## config.mk

```make
export PLATFORM = sky130hd
export DESIGN_NAME = mem_stage_flat
export DESIGN_NICKNAME = d
export VERILOG_FILES = /design/src/rtl/mem_stage_if.sv /design/src/rtl/mem_stage.sv /design/src/flat_wrapper.sv
export SDC_FILE = /design/constraint.sdc
export NUM_CORES = 1
export LEC_CHECK = 0
export CORE_ASPECT_RATIO = 1.5
export CORE_MARGIN = 1
export CORE_UTILIZATION = 44
export CTS_CLUSTER_DIAMETER = 200
export DETAILED_ROUTE_END_ITERATION = 6
export PLACE_DENSITY = 0.87
export SYNTH_ARGS = -nofsm -noshare
export SYNTH_HDL_FRONTEND = slang
export SYNTH_SLANG_ARGS = --single-unit
```

## constraint.sdc

```tcl
create_clock -name clk -period 3.01 [get_ports clk]
set_input_delay 0.903 -clock clk [delete_from_list [all_inputs] [get_ports clk]]
set_output_delay 0.903 -clock clk [all_outputs]
set_load 0.05 [all_outputs]
```

## src/rtl/mem_stage_if.sv

```systemverilog
// mem_stage_if: bundles the EX->MEM handshake, the MEM->WB handshake, the
// data SRAM read return and the ID forwarding bundle of the memory stage.
//   ex_to_mem_wire / ex_to_mem_valid : payload and valid from EX
//   mem_allowin                      : MEM can accept from EX
//   wb_allowin                       : WB can accept from MEM
//   mem_to_wb_wire / mem_to_wb_valid : payload and valid to WB
//   data_sram_rdata                  : SRAM read data, one cycle after request
//   mem_rf_zip                       : {rf_we&valid, rf_waddr, final_result} to ID
// Modports: slave = the memory stage, master = its environment.
interface mem_stage_if #(
    parameter int EX_TO_MEM_WIDTH = 107,
    parameter int MEM_TO_WB_WIDTH = 70
);
    logic                       mem_allowin;
    logic [EX_TO_MEM_WIDTH-1:0] ex_to_mem_wire;
    logic                       ex_to_mem_valid;
    logic                       wb_allowin;
    logic [MEM_TO_WB_WIDTH-1:0] mem_to_wb_wire;
    logic                       mem_to_wb_valid;
    logic [31:0]                data_sram_rdata;
    logic [37:0]                mem_rf_zip;

    modport slave (
        input  ex_to_mem_wire, ex_to_mem_valid, wb_allowin, data_sram_rdata,
        output mem_allowin, mem_to_wb_wire, mem_to_wb_valid, mem_rf_zip
    );

    modport master (
        output ex_to_mem_wire, ex_to_mem_valid, wb_allowin, data_sram_rdata,
        input  mem_allowin, mem_to_wb_wire, mem_to_wb_valid, mem_rf_zip
    );
endinterface

```

## src/rtl/mem_stage.sv

```systemverilog
// mem_stage: memory-access pipeline stage.
// Latches the EX payload, uses the SRAM read data that arrives in the first
// MEM cycle (and holds it across WB stalls), selects load data or ALU result,
// and drives the WB payload plus the ID forwarding bundle.
// Ports:
//   clk    : clock
//   resetn : asynchronous active-low reset
//   bus    : mem_stage_if.slave (EX/WB handshakes, SRAM rdata, forwarding)
// Incoming payload layout (MSB first):
//   {rf_we[1], rf_waddr[5], pc[32], alu_result[32], rkd_value[32],
//    res_from_mem[1], mem_we[4]}
// Outgoing payload layout: {rf_we[1], rf_waddr[5], pc[32], final_result[32]}
module mem_stage #(
    parameter int EX_TO_MEM_WIDTH = 107,
    parameter int MEM_TO_WB_WIDTH = 70
) (
    input  logic           clk,
    input  logic           resetn,
    mem_stage_if.slave     bus
);
    logic                       mem_valid;
    logic                       mem_ready_go;
    logic                       mem_allowin;
    logic                       load_en;
    logic [EX_TO_MEM_WIDTH-1:0] payload;
    logic                       first_cycle;
    logic [31:0]                rdata_hold;

    logic                       rf_we;
    logic [4:0]                 rf_waddr;
    logic [31:0]                pc;
    logic [31:0]                alu_result;
    logic [31:0]                rkd_value;
    logic                       res_from_mem;
    logic [3:0]                 mem_we;
    logic [31:0]                load_data;
    logic [31:0]                final_result;
    logic [MEM_TO_WB_WIDTH-1:0] wb_payload;
    logic                       unused_fields;

    // Handshake: the stage always completes in one cycle.
    assign mem_ready_go = 1'b1;
    assign mem_allowin  = ~mem_valid | (mem_ready_go & bus.wb_allowin);
    assign load_en      = bus.ex_to_mem_valid & mem_allowin;

    always_ff @(posedge clk or negedge resetn) begin
        if (!resetn) begin
            mem_valid <= 1'b0;
        end else if (mem_allowin) begin
            mem_valid <= bus.ex_to_mem_valid;
        end
    end

    // Payload is retained on a bubble; only a real accept overwrites it.
    always_ff @(posedge clk or negedge resetn) begin
        if (!resetn) begin
            payload <= '0;
        end else if (load_en) begin
            payload <= bus.ex_to_mem_wire;
        end
    end

    // first_cycle marks the cycle in which the SRAM returns this
    // instruction's data; afterwards the SRAM may belong to the next one.
    always_ff @(posedge clk or negedge resetn) begin
        if (!resetn) begin
            first_cycle <= 1'b0;
        end else begin
            first_cycle <= load_en;
        end
    end

    always_ff @(posedge clk or negedge resetn) begin
        if (!resetn) begin
            rdata_hold <= '0;
        end else if (first_cycle) begin
            rdata_hold <= bus.data_sram_rdata;
        end
    end

    // Field decode
    assign rf_we        = payload[106];
    assign rf_waddr     = payload[105:101];
    assign pc           = payload[100:69];
    assign alu_result   = payload[68:37];
    assign rkd_value    = payload[36:5];
    assign res_from_mem = payload[4];
    assign mem_we       = payload[3:0];

    // Store data and byte enables were consumed by EX's SRAM request.
    assign unused_fields = ^{rkd_value, mem_we};

    // Zero-latency on the first cycle, stable from the hold register after.
    assign load_data    = first_cycle ? bus.data_sram_rdata : rdata_hold;
    assign final_result = res_from_mem ? load_data : alu_result;

    assign wb_payload   = {rf_we, rf_waddr, pc, final_result};

    assign bus.mem_allowin     = mem_allowin;
    assign bus.mem_to_wb_valid = mem_valid & mem_ready_go;
    assign bus.mem_to_wb_wire  = wb_payload;
    assign bus.mem_rf_zip      = {rf_we & mem_valid, rf_waddr, final_result};
endmodule

```

## src/flat_wrapper.sv

```systemverilog
// flat-port wrapper written by rule: the top's interface ports become plain ports
module mem_stage_flat 
#(
    parameter int EX_TO_MEM_WIDTH = 107,
    parameter int MEM_TO_WB_WIDTH = 70
)
  (clk, resetn, bus_ex_to_mem_wire, bus_ex_to_mem_valid, bus_wb_allowin, bus_data_sram_rdata, bus_mem_allowin, bus_mem_to_wb_wire, bus_mem_to_wb_valid, bus_mem_rf_zip);
  mem_stage_if #(.EX_TO_MEM_WIDTH(EX_TO_MEM_WIDTH), .MEM_TO_WB_WIDTH(MEM_TO_WB_WIDTH)) bus_i ();
  input  logic clk;
  input  logic resetn;
  input wire logic [$bits(bus_i.ex_to_mem_wire)-1:0] bus_ex_to_mem_wire;
  input wire logic [$bits(bus_i.ex_to_mem_valid)-1:0] bus_ex_to_mem_valid;
  input wire logic [$bits(bus_i.wb_allowin)-1:0] bus_wb_allowin;
  input wire logic [$bits(bus_i.data_sram_rdata)-1:0] bus_data_sram_rdata;
  output wire logic [$bits(bus_i.mem_allowin)-1:0] bus_mem_allowin;
  output wire logic [$bits(bus_i.mem_to_wb_wire)-1:0] bus_mem_to_wb_wire;
  output wire logic [$bits(bus_i.mem_to_wb_valid)-1:0] bus_mem_to_wb_valid;
  output wire logic [$bits(bus_i.mem_rf_zip)-1:0] bus_mem_rf_zip;
  assign bus_i.ex_to_mem_wire = bus_ex_to_mem_wire;
  assign bus_i.ex_to_mem_valid = bus_ex_to_mem_valid;
  assign bus_i.wb_allowin = bus_wb_allowin;
  assign bus_i.data_sram_rdata = bus_data_sram_rdata;
  assign bus_mem_allowin = bus_i.mem_allowin;
  assign bus_mem_to_wb_wire = bus_i.mem_to_wb_wire;
  assign bus_mem_to_wb_valid = bus_i.mem_to_wb_valid;
  assign bus_mem_rf_zip = bus_i.mem_rf_zip;
  mem_stage #(.EX_TO_MEM_WIDTH(EX_TO_MEM_WIDTH), .MEM_TO_WB_WIDTH(MEM_TO_WB_WIDTH)) u_core (.clk(clk), .resetn(resetn), .bus(bus_i));
endmodule
```

Word level (Yosys, flattened, before mapping). Cells that the tools add are included.

Bits in registers: 141. Output and inout bits: 110. Word-level logic and storage cells: 10.

Mux-type cells: 2. Bitwise operators: 4.

Operators by type and width (number): $mux W32 (2); $and A1 B1 Y1 (2); $not A1 Y1 (1); $or A1 B1 Y1 (1).

Logic depth before layout (Yosys ltp). Gate-level depths: netlist (run 1).

Depth in word-level cells: 3. Gate-level depth with buffers: 5. Gate-level depth less buffers: 3.

Worst setup path after synthesis (run 1). Ideal clock, no wire load.

Path kind: input -> output. Start point: input port bus_data_sram_rdata[25]. End point: output port bus_mem_to_wb_wire[25]. Arrival time: 1.784 ns. Required time: 2.107 ns. Slack: 0.323 ns. Stages: 3. Cell sequence: mux2_2 mux2_2 buf_4.

Cells in the longest elaborated chain, start to end: 2.

Ends and longest elaborated chain: start: declaration (RTL line flat_wrapper.sv:14) `input wire logic [$bits(bus_i.data_sram_rdata)-1:0] bus_data_sram_rdata;`; $mux W32; $mux W32 (RTL line mem_stage.sv:95) `assign final_result = res_from_mem ? load_data : alu_result;`; end: declaration (RTL line flat_wrapper.sv:16) `output wire logic [$bits(bus_i.mem_to_wb_wire)-1:0] bus_mem_to_wb_wire;`.

Every way passes these cells.

Worst setup path in the final report (run 1).
Start point: input port bus_data_sram_rdata[31]. End point: output port bus_mem_rf_zip[31].

Cells in the longest elaborated chain, start to end: 2.

Ends and longest elaborated chain: $mux W32; net u_core.load_data[31] (RTL line mem_stage.sv:36) `logic [31:0] load_data;`; $mux W32 (RTL line mem_stage.sv:95); end: declaration (RTL line flat_wrapper.sv:18) `output wire logic [$bits(bus_i.mem_rf_zip)-1:0] bus_mem_rf_zip;`.

The timed path passes the listed nets, and every way through them passes these cells.

==> flow_summary.yaml, run 1 <==
floorplan:
  coreArea_um2: 11200
  rows: 47
  io_pins: 253
  fp.dieH_um: 134
  dieArea_um2: 12100
  fp.dieW_um: 90
  initial_core_util_pct: 45.7
global_routing:
  grt_start_max_net_pins: 53
  grt_pass1_vias: 3336
  grt_pass1_wl_um: 17400
  track_usage_pct: 18.4
  grt_overflow: 0
  antenna_found_initial: 0
drt:
  vias_per_cell: 4.72
  first_pass_iters: 4
  wire_per_inst_um: 16.9
  drc: 0
  wirelength_um: 10700
  vias: 2977
  drt_iter0_markers: 55
  detail-route-antenna-nets: 0
placed_design:
  dpl.hpwl_um: 8290
  dpl_cell_area_um2: 6720
  portBuffers: 216
  place_congestion: 0.713
critical_path:
  start_kind: "input pin"
  r2r_end: "u_core.payload[65]"
  crit_arrival_ns: 2.08
  cp-end-kind: "primary output"
  regToRegSetupSlack_ns: 1.61
  criticalPathCategory: "input pin to primary output"
  worstReg2RegStart: "u_core.bus.mem_to_wb_valid"
  rr_worst_depth: 4
  required_ns: 2.11
  crit_fanout: 2
timing:
  fmax_mhz: 336
  min_period_over_period_pct: 99.0
  finalSetupTns_ns: 0
  finalHoldViolCount: 0
  rsz0062_at_grt: "true"
  fin_crit_ns: 2.98
  maxSlewViolCount: 0
  worst_pin_slew_ns: 0.677
  setup_viol: 0
  skew_ns: 0.0113
  slew_headroom_pct: 54.9
synth:
  ys_top_cells_by_area: "dfrtp_1 51%, mux2_4 18%, mux2_2 17%, buf_4 12%, buf_12 1.2%"
  ys_ff_latch: 105
  synth_top_cell_area_share_pct: 51.4
  synth_cells: 335
  synth-compound-area-share_pct: 0
  synth-simple-area-share_pct: 0.539
  postSynth.asyncResetShare_pct: 100
  synth_top_family_by_area: "multiplexers"
  muxShareOfSynthArea_pct: 34.1
  synth_most_common_cell: "dfrtp_1"
  yosys_warnings: 0
  synthesis.nets: 478
  syn_area_um2: 5110
  yosys.area_share.xor_xnor_pct: 0
  ys_types: 12
  yosys-top-cells-count: "105 x dfrtp_1, 82 x buf_4, 75 x mux2_2"
  synthAdderAreaFrac_pct: 0
  postSynth.topFlopCell: "dfrtp_1"
  synth_area_leader_cell: "dfrtp_1"
  synth_seq_area_share_pct: 51.4
  syn_avg_cell_area_um2: 15.3
  synth_edf_count: 0
power_and_ir_drop:
  ir_drop_uv: 354
  clock_power_share_pct: 21.0
  leakage_nw: 3.12
  switching_power_mw: 1.99
  power.density_nw_per_um2: 724
  seqPwrFrac_pct: 34.0
  switching_share_pct: 39.3
  power_frac_comb_pct: 44.9
  p_int_mw: 3.07
min_path:
  hp-class: "register to register"
  worst_hold_path.endpoint: "u_core.rdata_hold[9]"
  min-delay-start: "u_core.rdata_hold[9]"
  holdPathStages: 1
cells_and_area:
  n_antenna_cell: 0
  finish.utilization_pct: 62.5
  drive_gt1_share_pct: 46.5
  nets: 622
  final_area_um2: 6990
  areaGrowthSynthToFinish_pct: 36.7
  fillers: 860
outcome:
  status: "finished clean"
clock_tree:
  cts_tree: "built"
  post_cts_buffers: 0
  cts_made_buffers: 9
  clkSinkCount: 105
  cts_resized: 0
  clkTransAtPathRegs_ns: 0.06
  cts.path.max_buffers: 2
  ctsRootBufferMaster: "clkbuf_16"
  cts_hold_buf: 0
  ctsHtreeMaxLevel: 3
  clkLatencyLatePin_ns: 0.34
job:
  max-cap-violations: 0
==> power groups by stage <==
stage	clock (mW)	sequential [mW]	combinational (mW)
3_5_place_dp	0	1.75	2.29
5_1_grt	1.15	1.75	2.36
4_1_cts	1.10	1.72	2.29
2_1_floorplan	0	1.71	1.84
3_3_place_gp	0	1.74	2.25
6_report	1.06	1.72	2.27
==> cell usage in the layout (no fill, tap or decap) <==
| cell | synthesis | final |
|---|---|---|
| and2_1 | 1 | 1 |
| buf_12 | 3 | 6 |
| buf_4 | 82 | 67 |
| clkbuf_1 | 0 | 3 |
| clkbuf_16 | 0 | 9 |
| clkdlybuf4s50_1 | 0 | 150 |
| clkinv_2 | 0 | 1 |
| clkinv_4 | 0 | 1 |
| clkinvlp_4 | 0 | 1 |
| dfrtp_1 | 105 | 103 |
| dfrtp_2 | 0 | 2 |
| inv_1 | 1 | 1 |
| inv_6 | 0 | 1 |
| mux2_2 | 75 | 75 |
| mux2_4 | 60 | 60 |
| nand2_4 | 0 | 1 |
| nand2b_1 | 1 | 1 |
| nand2b_2 | 1 | 1 |
==> routing by layer <==
layer / wire, µm / part of all wire [%] / GRT usage (%)
met5: 0 / 0 / 0
met4: 306 / 2.9 / 7.80
met3: 640 / 6.0 / 4.54
met2: 5930 / 56 / 34.3
met1: 3800 / 36 / 19.7
==> how the worst max path moves through the flow <==
stage,from,end,slack (ns)
2_1_floorplan,bus_data_sram_rdata[25],bus_mem_to_wb_wire[25],0.32
3_3_place_gp,bus_data_sram_rdata[31],bus_mem_to_wb_wire[31],0.03
3_5_place_dp,bus_data_sram_rdata[31],bus_mem_rf_zip[31],0.03
4_1_cts,bus_data_sram_rdata[31],bus_mem_rf_zip[31],0.02
5_1_grt,bus_data_sram_rdata[31],bus_mem_rf_zip[31],-0.009
6_report,bus_data_sram_rdata[31],bus_mem_rf_zip[31],0.03
==> logic make-up (layout without fill, tap and decap cells) <==
family,Yosys count,after routing
multiplexers,135,135
flip-flops,105,105
buffers and inverters,91,240
AND/OR/NAND/NOR,4,4
==> flip-flops by register name, summed over array words and instances, names as in the netlist <==
signal	cells
u_core.payload	71
u_core.rdata_hold	32
u_core.first_cycle	1
u_core.bus.mem_to_wb_valid	1
==> critical path, cell delays in order <==
cell	delay [ns]
clkdlybuf4s50_1	0.40
mux2_2	0.28
mux2_2	0.29
buf_4	0.20
==> through the flow <==
| stage | worst slack (ns) | power (mW) | cells | hold WS (ns) |
|---|---|---|---|---|
| floorplan | 0.323 | 3.55 | 335 | 0.468 |
| global placement | 0.0341 | 3.99 | 615 | 0.476 |
| detailed placement | 0.0267 | 4.04 | 615 | 0.480 |
| CTS | 0.0181 | 5.12 | 631 | 0.497 |
| global route | -0.00932 | 5.25 | 631 | 0.509 |
| finish | 0.0302 | 5.06 | 631 | 0.494 |
==> final cells by class <==
type                       instances  area [µm²]  share of cell area [%]
clock buffer                      12         236                    3.38
tap                              147         184                    2.63
sequential                       105        2630                    37.6
inverter                           1        3.75                  0.0537
timing repair buffer             223        2120                    30.4
clock inverter                     4        30.0                   0.430
multi-input combinational        139        1780                    25.4
(Power assumes the default switching activity.)
==> inputs of run 2 (changes only) <==
Settings changed: MAX_ROUTING_LAYER from default to met4.
==> run 2 against run 1 <==
Die area unchanged. Flip-flop and latch count stayed put. Highest routed layer unchanged. Clock skew is essentially flat. Via count is essentially flat. Maximum frequency down 0.18%. Worst setup slack worse by 0.0053 ns. Critical path depth stayed put. Critical endpoint unchanged. Register-to-register slack hardly changed.
==> flow_summary.yaml, run 2 (synthesis results as in run 1) <==
clock_tree:
  cts_hold_buf: 0
  clkTransAtPathRegs_ns: 0.06
  cts.path.max_buffers: 2
  post_cts_buffers: 0
  ctsHtreeMaxLevel: 3
  cts_tree: "built"
  cts_made_buffers: 9
  ctsRootBufferMaster: "clkbuf_16"
  clkSinkCount: 105
  cts_resized: 0
  clkLatencyLatePin_ns: 0.33
drt:
  vias: 2976
  first_pass_iters: 4
  wire_per_inst_um: 16.9
  drt_iter0_markers: 63
  drc: 0
  wirelength_um: 10700
  detail-route-antenna-nets: 0
  vias_per_cell: 4.72
placed_design:
  dp_cells: 615
  place_congestion: 0.723
  dpl_cell_area_um2: 6720
  dp_slack_ns: 0.0267
  portBuffers: 216
  dpl.hpwl_um: 8290
critical_path:
  required_ns: 2.11
  start_kind: "input pin"
  criticalPathCategory: "input pin to primary output"
  cp_common_cell: "mux2_2"
  path_cells: "clkdlybuf4s50_1, mux2_2, mux2_2, buf_4"
  max_stage_delay_ns: 0.40
  crit_arrival_ns: 2.08
  crit_fanout: 2
  cp_slowest_cell: "clkdlybuf4s50_1"
  regToRegSetupSlack_ns: 1.61
  cp-end-kind: "primary output"
outcome:
  status: "finished clean"
power_and_ir_drop:
  seqPwrFrac_pct: 34.0
  clock_power_share_pct: 21.1
  p_int_mw: 3.07
  ir_drop_uv: 355
  power.density_nw_per_um2: 724
  switching_power_mw: 1.99
  switching_share_pct: 39.3
  leakage_nw: 3.12
  power_frac_comb_pct: 44.9
cells_and_area:
  regMostFlops: "u_core.payload"
  reg_top3: "u_core.payload x71, u_core.rdata_hold x32"
  nets: 622
  n_antenna_cell: 0
  multi_input_comb_area_um2: 1780
  final_cell_mix: "150 x clkdlybuf4s50_1, 103 x dfrtp_1, 75 x mux2_2"
  fillers: 860
  areaGrowthSynthToFinish_pct: 36.7
  seq_area_um2: 2630
  final_cells: 631
  final_area_um2: 6990
  finish.utilization_pct: 62.5
  largest_register_ffs: 71
  final_common_cell: "clkdlybuf4s50_1"
  drive_gt1_share_pct: 46.5
floorplan:
  rows: 47
  io_pins: 253
  initial_core_util_pct: 45.7
  fp.dieW_um: 90
  fp.dieH_um: 134
  coreArea_um2: 11200
  dieArea_um2: 12100
timing:
  layout_setup_ws_ns: 0.0249
  finalSetupTns_ns: 0
  min_period_over_period_pct: 99.2
  maxSlewViolCount: 0
  fin_crit_ns: 2.99
  slew_headroom_pct: 55.0
  fmax_mhz: 335
  rsz0062_at_grt: "true"
  finalHoldViolCount: 0
  skew_ns: 0.0113
  setup_viol: 0
  worst_pin_slew_ns: 0.674
min_path:
  hp-class: "register to register"
global_routing:
  grt_pass1_wl_um: 17400
  track_usage_pct: 19.0
  antenna_found_initial: 0
  grt_overflow: 0
  grt_pass1_vias: 3341
  grt_start_max_net_pins: 53
job:
  max-cap-violations: 0
## run 2: final timing paths
path	start	to	cells after the start
max in group asynchronous	resetn	u_core.rdata_hold[28]	2
min reg2reg	u_core.rdata_hold[9]	u_core.rdata_hold[9]	1
min	u_core.rdata_hold[9]	u_core.rdata_hold[9]	1
max	bus_data_sram_rdata[31]	bus_mem_rf_zip[31]	4
min in group asynchronous	resetn	u_core.payload[103]	1
max reg2reg	u_core.bus.mem_to_wb_valid	u_core.payload[65]	4
## run 2: routing by layer
layer | vias up | global-route usage (%) | part of all wire, %
li1 | 1352 | - | -
met1 | 1481 | 20.1 | 37
met2 | 126 | 34.4 | 55
met3 | 17 | 3.85 | 5.1
met4 | 0 | 7.80 | 2.9
met5 | - | - | 0
## run 2: per-stage QoR
stage	total power, mW	hold slack (ns)
after floorplan	3.55	0.468
after global placement	3.99	0.476
after detailed placement	4.04	0.480
after CTS	5.12	0.497
after global routing	5.25	0.509
final	5.06	0.495
## run 2: worst max-delay path, delay by kind of cell
family | cells | cell delay [ns]
mux | 2 | 0.58
buf+inv | 2 | 0.60
## run 2: final cells by class
| class | instances | share of cell area, % |
|---|---|---|
| Sequential cell | 105 | 37.6 |
| Timing Repair Buffer | 223 | 30.4 |
| Multi-Input combinational cell | 139 | 25.4 |
| Clock buffer | 12 | 3.38 |
| Tap cell | 147 | 2.63 |
| Clock inverter | 4 | 0.430 |
| Inverter | 1 | 0.0537 |
## run 2: power groups by stage
stage / sequential, mW / combinational (mW) / clock (mW)
2_1_floorplan: 1.71 / 1.84 / 0
3_3_place_gp: 1.74 / 2.25 / 0
3_5_place_dp: 1.75 / 2.29 / 0
4_1_cts: 1.72 / 2.29 / 1.10
5_1_grt: 1.75 / 2.36 / 1.15
6_report: 1.72 / 2.27 / 1.07
